<file path="src/rtl/branch_predictor_if.sv">
// Fetch-side lookup and MEM-side resolution signals shared by the predictor and the pipeline.
interface branch_predictor_if;
    logic [31:0] imemaddr_if;
    logic        branch_hit_if;
    logic [1:0]  branch_history_if;
    logic [31:0] target_address_if;
    logic [31:0] pc_predicted_if;
    logic        update_en;
    logic [31:0] imemaddr_mem;
    logic        branch_hit_mem;
    logic [1:0]  branch_history_mem;
    logic [31:0] target_address_mem;
    logic        taken_mem;
    logic [31:0] branch_target_mem;
    logic        mispredict;
    logic [31:0] branch_count;
    logic [31:0] mispredict_count;

    modport slave (
        input  imemaddr_if,
        output branch_hit_if, branch_history_if, target_address_if, pc_predicted_if,
        input  update_en, imemaddr_mem, branch_hit_mem, branch_history_mem,
        input  target_address_mem, taken_mem, branch_target_mem,
        output mispredict, branch_count, mispredict_count
    );

    modport master (
        output imemaddr_if,
        input  branch_hit_if, branch_history_if, target_address_if, pc_predicted_if,
        output update_en, imemaddr_mem, branch_hit_mem, branch_history_mem,
        output target_address_mem, taken_mem, branch_target_mem,
        input  mispredict, branch_count, mispredict_count
    );
endinterface

</file>
<file path="src/rtl/branch_predictor.sv">
// 8-entry direct-mapped BTB with 2-bit saturating counters; combinational lookup,
// MEM-stage update, and resolved/mispredicted branch counters.
module branch_predictor (
    input  logic               CLK,
    input  logic               nRST,
    branch_predictor_if.slave  bp
);
    localparam int unsigned ENTRIES = 8;
    localparam int unsigned IDX_W   = 3;
    localparam int unsigned TAG_W   = 27;
    localparam int unsigned ADDR_W  = 32;
    localparam int unsigned CNT_W   = 32;

    typedef struct packed {
        logic              valid;
        logic [TAG_W-1:0]  tag;
        logic [ADDR_W-1:0] target;
        logic [1:0]        ctr;
    } entry_t;

    entry_t            tbl_q [ENTRIES];
    entry_t            look_e;
    logic [IDX_W-1:0]  look_idx;
    logic [IDX_W-1:0]  upd_idx;
    logic              hit_c;
    logic              pred_mem_c;
    logic              mispredict_c;
    logic [CNT_W-1:0]  branch_count_q;
    logic [CNT_W-1:0]  mispredict_count_q;
    logic              unused_addr_bits;

    function automatic logic [1:0] sat_ctr(input logic [1:0] c, input logic taken);
        logic [1:0] n;
        n = c;
        if (taken && c != 2'b11) n = c + 2'b01;
        else if (!taken && c != 2'b00) n = c - 2'b01;
        return n;
    endfunction

    assign look_idx = bp.imemaddr_if[4:2];
    assign upd_idx  = bp.imemaddr_mem[4:2];
    assign look_e   = tbl_q[look_idx];

    // Lookup reads stored state only, so a same-cycle update is not bypassed
    assign hit_c                = look_e.valid && (look_e.tag == bp.imemaddr_if[31:5]);
    assign bp.branch_hit_if     = hit_c;
    assign bp.branch_history_if = hit_c ? look_e.ctr : 2'b00;
    assign bp.target_address_if = hit_c ? look_e.target : ADDR_W'(0);
    assign bp.pc_predicted_if   = (hit_c && look_e.ctr[1]) ? look_e.target
                                                           : bp.imemaddr_if + ADDR_W'(4);

    assign pred_mem_c   = bp.branch_hit_mem && bp.branch_history_mem[1];
    assign mispredict_c = bp.update_en &&
                          ((pred_mem_c != bp.taken_mem) ||
                           (bp.taken_mem && (bp.target_address_mem != bp.branch_target_mem)));
    assign bp.mispredict = mispredict_c;

    assign unused_addr_bits = ^{bp.imemaddr_if[1:0], bp.imemaddr_mem[1:0]};

    // Table update: allocate on miss, train counter (and target if taken) on hit
    always_ff @(posedge CLK or negedge nRST) begin
        if (!nRST) begin
            tbl_q <= '{default: '0};
        end else if (bp.update_en) begin
            if (!bp.branch_hit_mem) begin
                tbl_q[upd_idx].valid  <= 1'b1;
                tbl_q[upd_idx].tag    <= bp.imemaddr_mem[31:5];
                tbl_q[upd_idx].target <= bp.branch_target_mem;
                tbl_q[upd_idx].ctr    <= bp.taken_mem ? 2'b10 : 2'b01;
            end else begin
                tbl_q[upd_idx].ctr <= sat_ctr(bp.branch_history_mem, bp.taken_mem);
                if (bp.taken_mem) tbl_q[upd_idx].target <= bp.branch_target_mem;
            end
        end
    end

    always_ff @(posedge CLK or negedge nRST) begin
        if (!nRST) begin
            branch_count_q     <= '0;
            mispredict_count_q <= '0;
        end else begin
            if (bp.update_en && branch_count_q != '1)
                branch_count_q <= branch_count_q + CNT_W'(1);
            if (mispredict_c && mispredict_count_q != '1)
                mispredict_count_q <= mispredict_count_q + CNT_W'(1);
        end
    end

    assign bp.branch_count     = branch_count_q;
    assign bp.mispredict_count = mispredict_count_q;
endmodule

</file>
<file path="src/flat_wrapper.sv">
// flat-port wrapper written by rule: the top's interface ports become plain ports
module branch_predictor_flat 
  (CLK, nRST, bp_imemaddr_if, bp_branch_hit_if, bp_branch_history_if, bp_target_address_if, bp_pc_predicted_if, bp_update_en, bp_imemaddr_mem, bp_branch_hit_mem, bp_branch_history_mem, bp_target_address_mem, bp_taken_mem, bp_branch_target_mem, bp_mispredict, bp_branch_count, bp_mispredict_count);
  branch_predictor_if bp_i ();
  input  logic CLK;
  input  logic nRST;
  input wire logic [$bits(bp_i.imemaddr_if)-1:0] bp_imemaddr_if;
  output wire logic [$bits(bp_i.branch_hit_if)-1:0] bp_branch_hit_if;
  output wire logic [$bits(bp_i.branch_history_if)-1:0] bp_branch_history_if;
  output wire logic [$bits(bp_i.target_address_if)-1:0] bp_target_address_if;
  output wire logic [$bits(bp_i.pc_predicted_if)-1:0] bp_pc_predicted_if;
  input wire logic [$bits(bp_i.update_en)-1:0] bp_update_en;
  input wire logic [$bits(bp_i.imemaddr_mem)-1:0] bp_imemaddr_mem;
  input wire logic [$bits(bp_i.branch_hit_mem)-1:0] bp_branch_hit_mem;
  input wire logic [$bits(bp_i.branch_history_mem)-1:0] bp_branch_history_mem;
  input wire logic [$bits(bp_i.target_address_mem)-1:0] bp_target_address_mem;
  input wire logic [$bits(bp_i.taken_mem)-1:0] bp_taken_mem;
  input wire logic [$bits(bp_i.branch_target_mem)-1:0] bp_branch_target_mem;
  output wire logic [$bits(bp_i.mispredict)-1:0] bp_mispredict;
  output wire logic [$bits(bp_i.branch_count)-1:0] bp_branch_count;
  output wire logic [$bits(bp_i.mispredict_count)-1:0] bp_mispredict_count;
  assign bp_i.imemaddr_if = bp_imemaddr_if;
  assign bp_branch_hit_if = bp_i.branch_hit_if;
  assign bp_branch_history_if = bp_i.branch_history_if;
  assign bp_target_address_if = bp_i.target_address_if;
  assign bp_pc_predicted_if = bp_i.pc_predicted_if;
  assign bp_i.update_en = bp_update_en;
  assign bp_i.imemaddr_mem = bp_imemaddr_mem;
  assign bp_i.branch_hit_mem = bp_branch_hit_mem;
  assign bp_i.branch_history_mem = bp_branch_history_mem;
  assign bp_i.target_address_mem = bp_target_address_mem;
  assign bp_i.taken_mem = bp_taken_mem;
  assign bp_i.branch_target_mem = bp_branch_target_mem;
  assign bp_mispredict = bp_i.mispredict;
  assign bp_branch_count = bp_i.branch_count;
  assign bp_mispredict_count = bp_i.mispredict_count;
  branch_predictor u_core (.CLK(CLK), .nRST(nRST), .bp(bp_i));
endmodule
</file>
<file path="config.mk">
export PLATFORM = sky130hd
export DESIGN_NAME = branch_predictor_flat
export DESIGN_NICKNAME = d
export VERILOG_FILES = /design/src/rtl/branch_predictor_if.sv /design/src/rtl/branch_predictor.sv /design/src/flat_wrapper.sv
export SDC_FILE = /design/constraint.sdc
export NUM_CORES = 1
export LEC_CHECK = 0
export CAP_MARGIN = 20
export CORE_AREA = 2 2 346 348
export CTS_BUF_LIST = sky130_fd_sc_hd__clkbuf_4 sky130_fd_sc_hd__clkbuf_8
export DETAILED_ROUTE_END_ITERATION = 16
export DIE_AREA = 0 0 348 350
export PLACE_DENSITY = 0.38
export SLEW_MARGIN = 20
export SYNTH_ARGS = -nofsm -noshare
export SYNTH_HDL_FRONTEND = slang
export SYNTH_SLANG_ARGS = --single-unit
export TNS_END_PERCENT = 5
</file>
<file path="constraint.sdc">
create_clock -name CLK -period 5.6 [get_ports CLK]
set_input_delay 0.84 -clock CLK [delete_from_list [all_inputs] [get_ports CLK]]
set_output_delay 0.84 -clock CLK [all_outputs]
set_load 0.02 [all_outputs]
</file>
==> impl_metrics.ini <==
[sta]
timing.clock.skew_ps = 44.6
final-setup-viol-count = 0
rsz0062_at_grt = no
hold_viol = 0
hold_ws_ps = 128
totalNegativeSetupSlack_ps = 0
timing.final.ws_setup_ps = 172
timing.final.crit_period_ps = 5430
max_slew_margin_pct = 37.8
worst_slew_pin_slew_ps = 934
fmax_mhz = 184
drv_slew = 0
layout_worst_path_cycle_share_pct = 96.9

[setup_path]
critical_path.most_common_cell = buf_12
regToRegSetupSlack_ps = 2720
setup.worst_path.class = in -> out
critPathMaxStageDelay_ps = 630
max_stage_delay_cell_worst_path = clkdlybuf4s50_1
worst_r2r_path_depth = 8
end_of_the_worst_register_to_register_path = u_core.bp.branch_count[26]$_DFFE_PN0P_
worst_setup_path_end_kind = output port
critPathMaxFanout = 16
rr_startpoint = u_core.bp.branch_count[3]$_DFFE_PN0P_
crit_required_ps = 4760
cp-start-kind = input pin
cp_arrival_ps = 4590
worstPathCellList = buf_6 > buf_12 > buf_4 > mux2i_1 > o22ai_1 > a221oi_2 > xnor2_1 > or4_1 > or4_4 > or3_4 > buf_12 > nor2_4 > clkdlybuf4s50_1

[routing]
routed-via-count = 17400
postRouteAntennaNets = 0
first_pass_iters = 5
routed_wire_length_per_instance_um = 23.5
wirelength_mm = 91.3
drt_first_iter_violations = 731
drt_drc_violations_left = 0
route.detailed.vias_per_inst = 4.47

[pwr]
total_leakage_power_nw = 14.2
power_density_nw_per_um2 = 359
ir_drop_mv = 0.185

[layout]
final_common_cell = dfrtp_1
stdcell_area_um2 = 34300
share_of_cells_above_drive_strength_1_pct = 41.0
fillers = 11800
synthToLayoutAreaGrowth_pct = 27.4
finalNetCount = 2398
regArea_um2 = 14000
multi_input_comb_area_um2 = 12400
final_cell_mix = 560 x dfrtp_1, 480 x mux2_2, 222 x clkdlybuf4s50_1, 126 x clkbuf_8, 124 x mux2i_1
post_layout_nonfiller_instances = 3878

[die]
die_y_um = 350
dieArea_um2 = 122000
placementRows = 126
top_level_ports = 267
core_region_area_um2 = 118000
start_util_pct = 22.9
die-width_um = 348

[synth]
ys_types = 48
synth_seq_area_share_pct = 52.0
syn-instance-count = 1908
synth_warnings = 0
syn_nets = 2048
syn_area_per_cell_um2 = 14.1
synth_seq_cells = 560
synthesis.area_um2 = 26900

[clock_network]
tritoncts_clock_tree = yes
cts.reportedPaths.clkPinSlew_ps = 60
master_cell_of_the_clock_root_buffer = clkbuf_8
cts_max_level = 3
cts-buffers-inserted = 107
clock_insertion_delay_worst_skew_ps = 780
clock_sink_count = 560
clockBufferDepth = 3

[placed_design]
gpl.final_weighted_congestion = 0.764
dpl-instance-area_um2 = 31900
dpl.hpwl_mm = 61.1
place_inst = 3685
numPortBuffers = 264
pre_cts_setup_slack_ps = -120

[hold_path]
min_path_type = in -> async

[global_routing]
groute.usage.overall_pct = 14.9
grt_pass1_vias = 18900
globalRoute.totalOverflow = 0
global_route_wire_length_before_repair_mm = 133
grt_start_max_net_pins = 136
initial_antenna_violation_count = 15

[status]
status = finished clean

[flow_run]
drv_cap = 0
==> worst max-delay path by stage <==
stage,to,slack (ps),depth (start not counted),startpoint
2_1_floorplan,bp_pc_predicted_if[10],940,13,bp_imemaddr_if[3]
3_3_place_gp,bp_pc_predicted_if[11],-140,14,bp_imemaddr_if[2]
3_5_place_dp,bp_pc_predicted_if[13],-120,14,bp_imemaddr_if[2]
4_1_cts,bp_pc_predicted_if[15],0.8,12,u_core.tbl_q[44]$_DFFE_PN0P_
5_1_grt,bp_target_address_if[12],10,13,bp_imemaddr_if[2]
6_report,bp_target_address_if[2],170,13,bp_imemaddr_if[2]
==> final cells by class <==
class / count / share of cell area [%]
multi-input cells: 1206 / 36.1
repair buffers: 371 / 10.6
diodes: 1 / 0.00730
clock buffers: 178 / 6.20
inverters: 12 / 0.131
clock inverters: 14 / 0.489
well taps: 1536 / 5.60
flip-flops and latches: 560 / 40.9
==> cell families (layout without fill, tap and decap cells) <==
kind of cell / count (synthesis) / in the layout / synth area share, %
AOI/OAI and AO/OA: 64 / 64 / 1.56
buffers and inverters: 142 / 575 / 2.40
adders and majority gates: 5 / 5 / 0.232
DFF: 560 / 560 / 52.0
xor gates and xnor gates: 148 / 148 / 4.81
muxes: 701 / 701 / 32.8
and+or+nand+nor: 288 / 288 / 6.15
other: 0 / 1 / 0
==> registers in the layout (all words and copies together) (netlist names) <==
name and count:
u_core.bp.branch_count 32, u_core.tbl_q 496, u_core.bp.mispredict_count 32
==> timing repair <==
item,4_1_cts,5_1_grt
endpoints found under the setup margin,47,18
resized for setup,4,18
hold buffers,0,0
setup buffers,0,0
==> critical path: cells and delay by family <==
family / cells / cell delay [ps]
xor gates and xnor gates: 1 / 90
AOI/OAI and AO/OA: 2 / 410
muxes: 1 / 250
and+or+nand+nor: 4 / 1580
buffers and inverters: 5 / 1350
==> report_power, final <==
group,switching (mW),leakage (nW),internal [mW],total (mW)
Combinational,1.14,6.08,1.42,2.56
Clock,1.90,1.23,2.45,4.35
Sequential,0.479,6.89,4.94,5.42
Total,3.52,14.2,8.80,12.3
==> synth_stat cells, drive strengths merged <==
master / n / area share, %
nand4b: 1 / 0.033
or4: 2 / 0.056
mux2: 480 / 20
nor4bb: 1 / 0.037
and2: 4 / 0.093
nor2b: 11 / 0.26
a211oi: 1 / 0.028
a22oi: 20 / 0.56
nor4b: 1 / 0.033
nor4: 12 / 0.28
nor3: 13 / 0.24
clkbuf: 69 / 0.96
and3b: 1 / 0.033
o31ai: 3 / 0.084
ha: 5 / 0.23
xor2: 73 / 2.4
mux2i: 124 / 4.6
and4: 8 / 0.26
xnor2: 75 / 2.4
dfrtp: 560 / 52
nor3b: 2 / 0.056
o22a: 1 / 0.033
or2: 8 / 0.19
a221oi: 4 / 0.15
inv: 12 / 0.17
o2111ai: 1 / 0.033
nor2: 74 / 1.8
nand2: 61 / 0.85
nand4: 29 / 0.67
nand2b: 4 / 0.093
o21ai: 12 / 0.22
and3: 14 / 0.33
nand3: 39 / 0.72
o22ai: 4 / 0.093
mux4: 97 / 8.1
or3: 3 / 0.070
a21oi: 16 / 0.30
buf: 61 / 1.3
a22o: 1 / 0.033
a21o: 1 / 0.028
==> through the flow <==
step	total power, mW	util, %
2_1_floorplan	6.97	-
3_3_place_gp	7.98	27.1
3_5_place_dp	8.10	27.1
4_1_cts	12.6	29.1
5_1_grt	13.0	29.1
6_report	12.3	29.1
==> routing by layer <==
metal  part of all wire [%]  global-route usage, %  up-vias
li1                       -                      -     7643
met1                     46                   20.2     9142
met2                     45                   23.4      418
met3                    6.0                   4.20      141
met4                    2.3                   3.97       10
met5                  0.059                      0        -
Note: power is estimated with default switching activity, not from simulation.
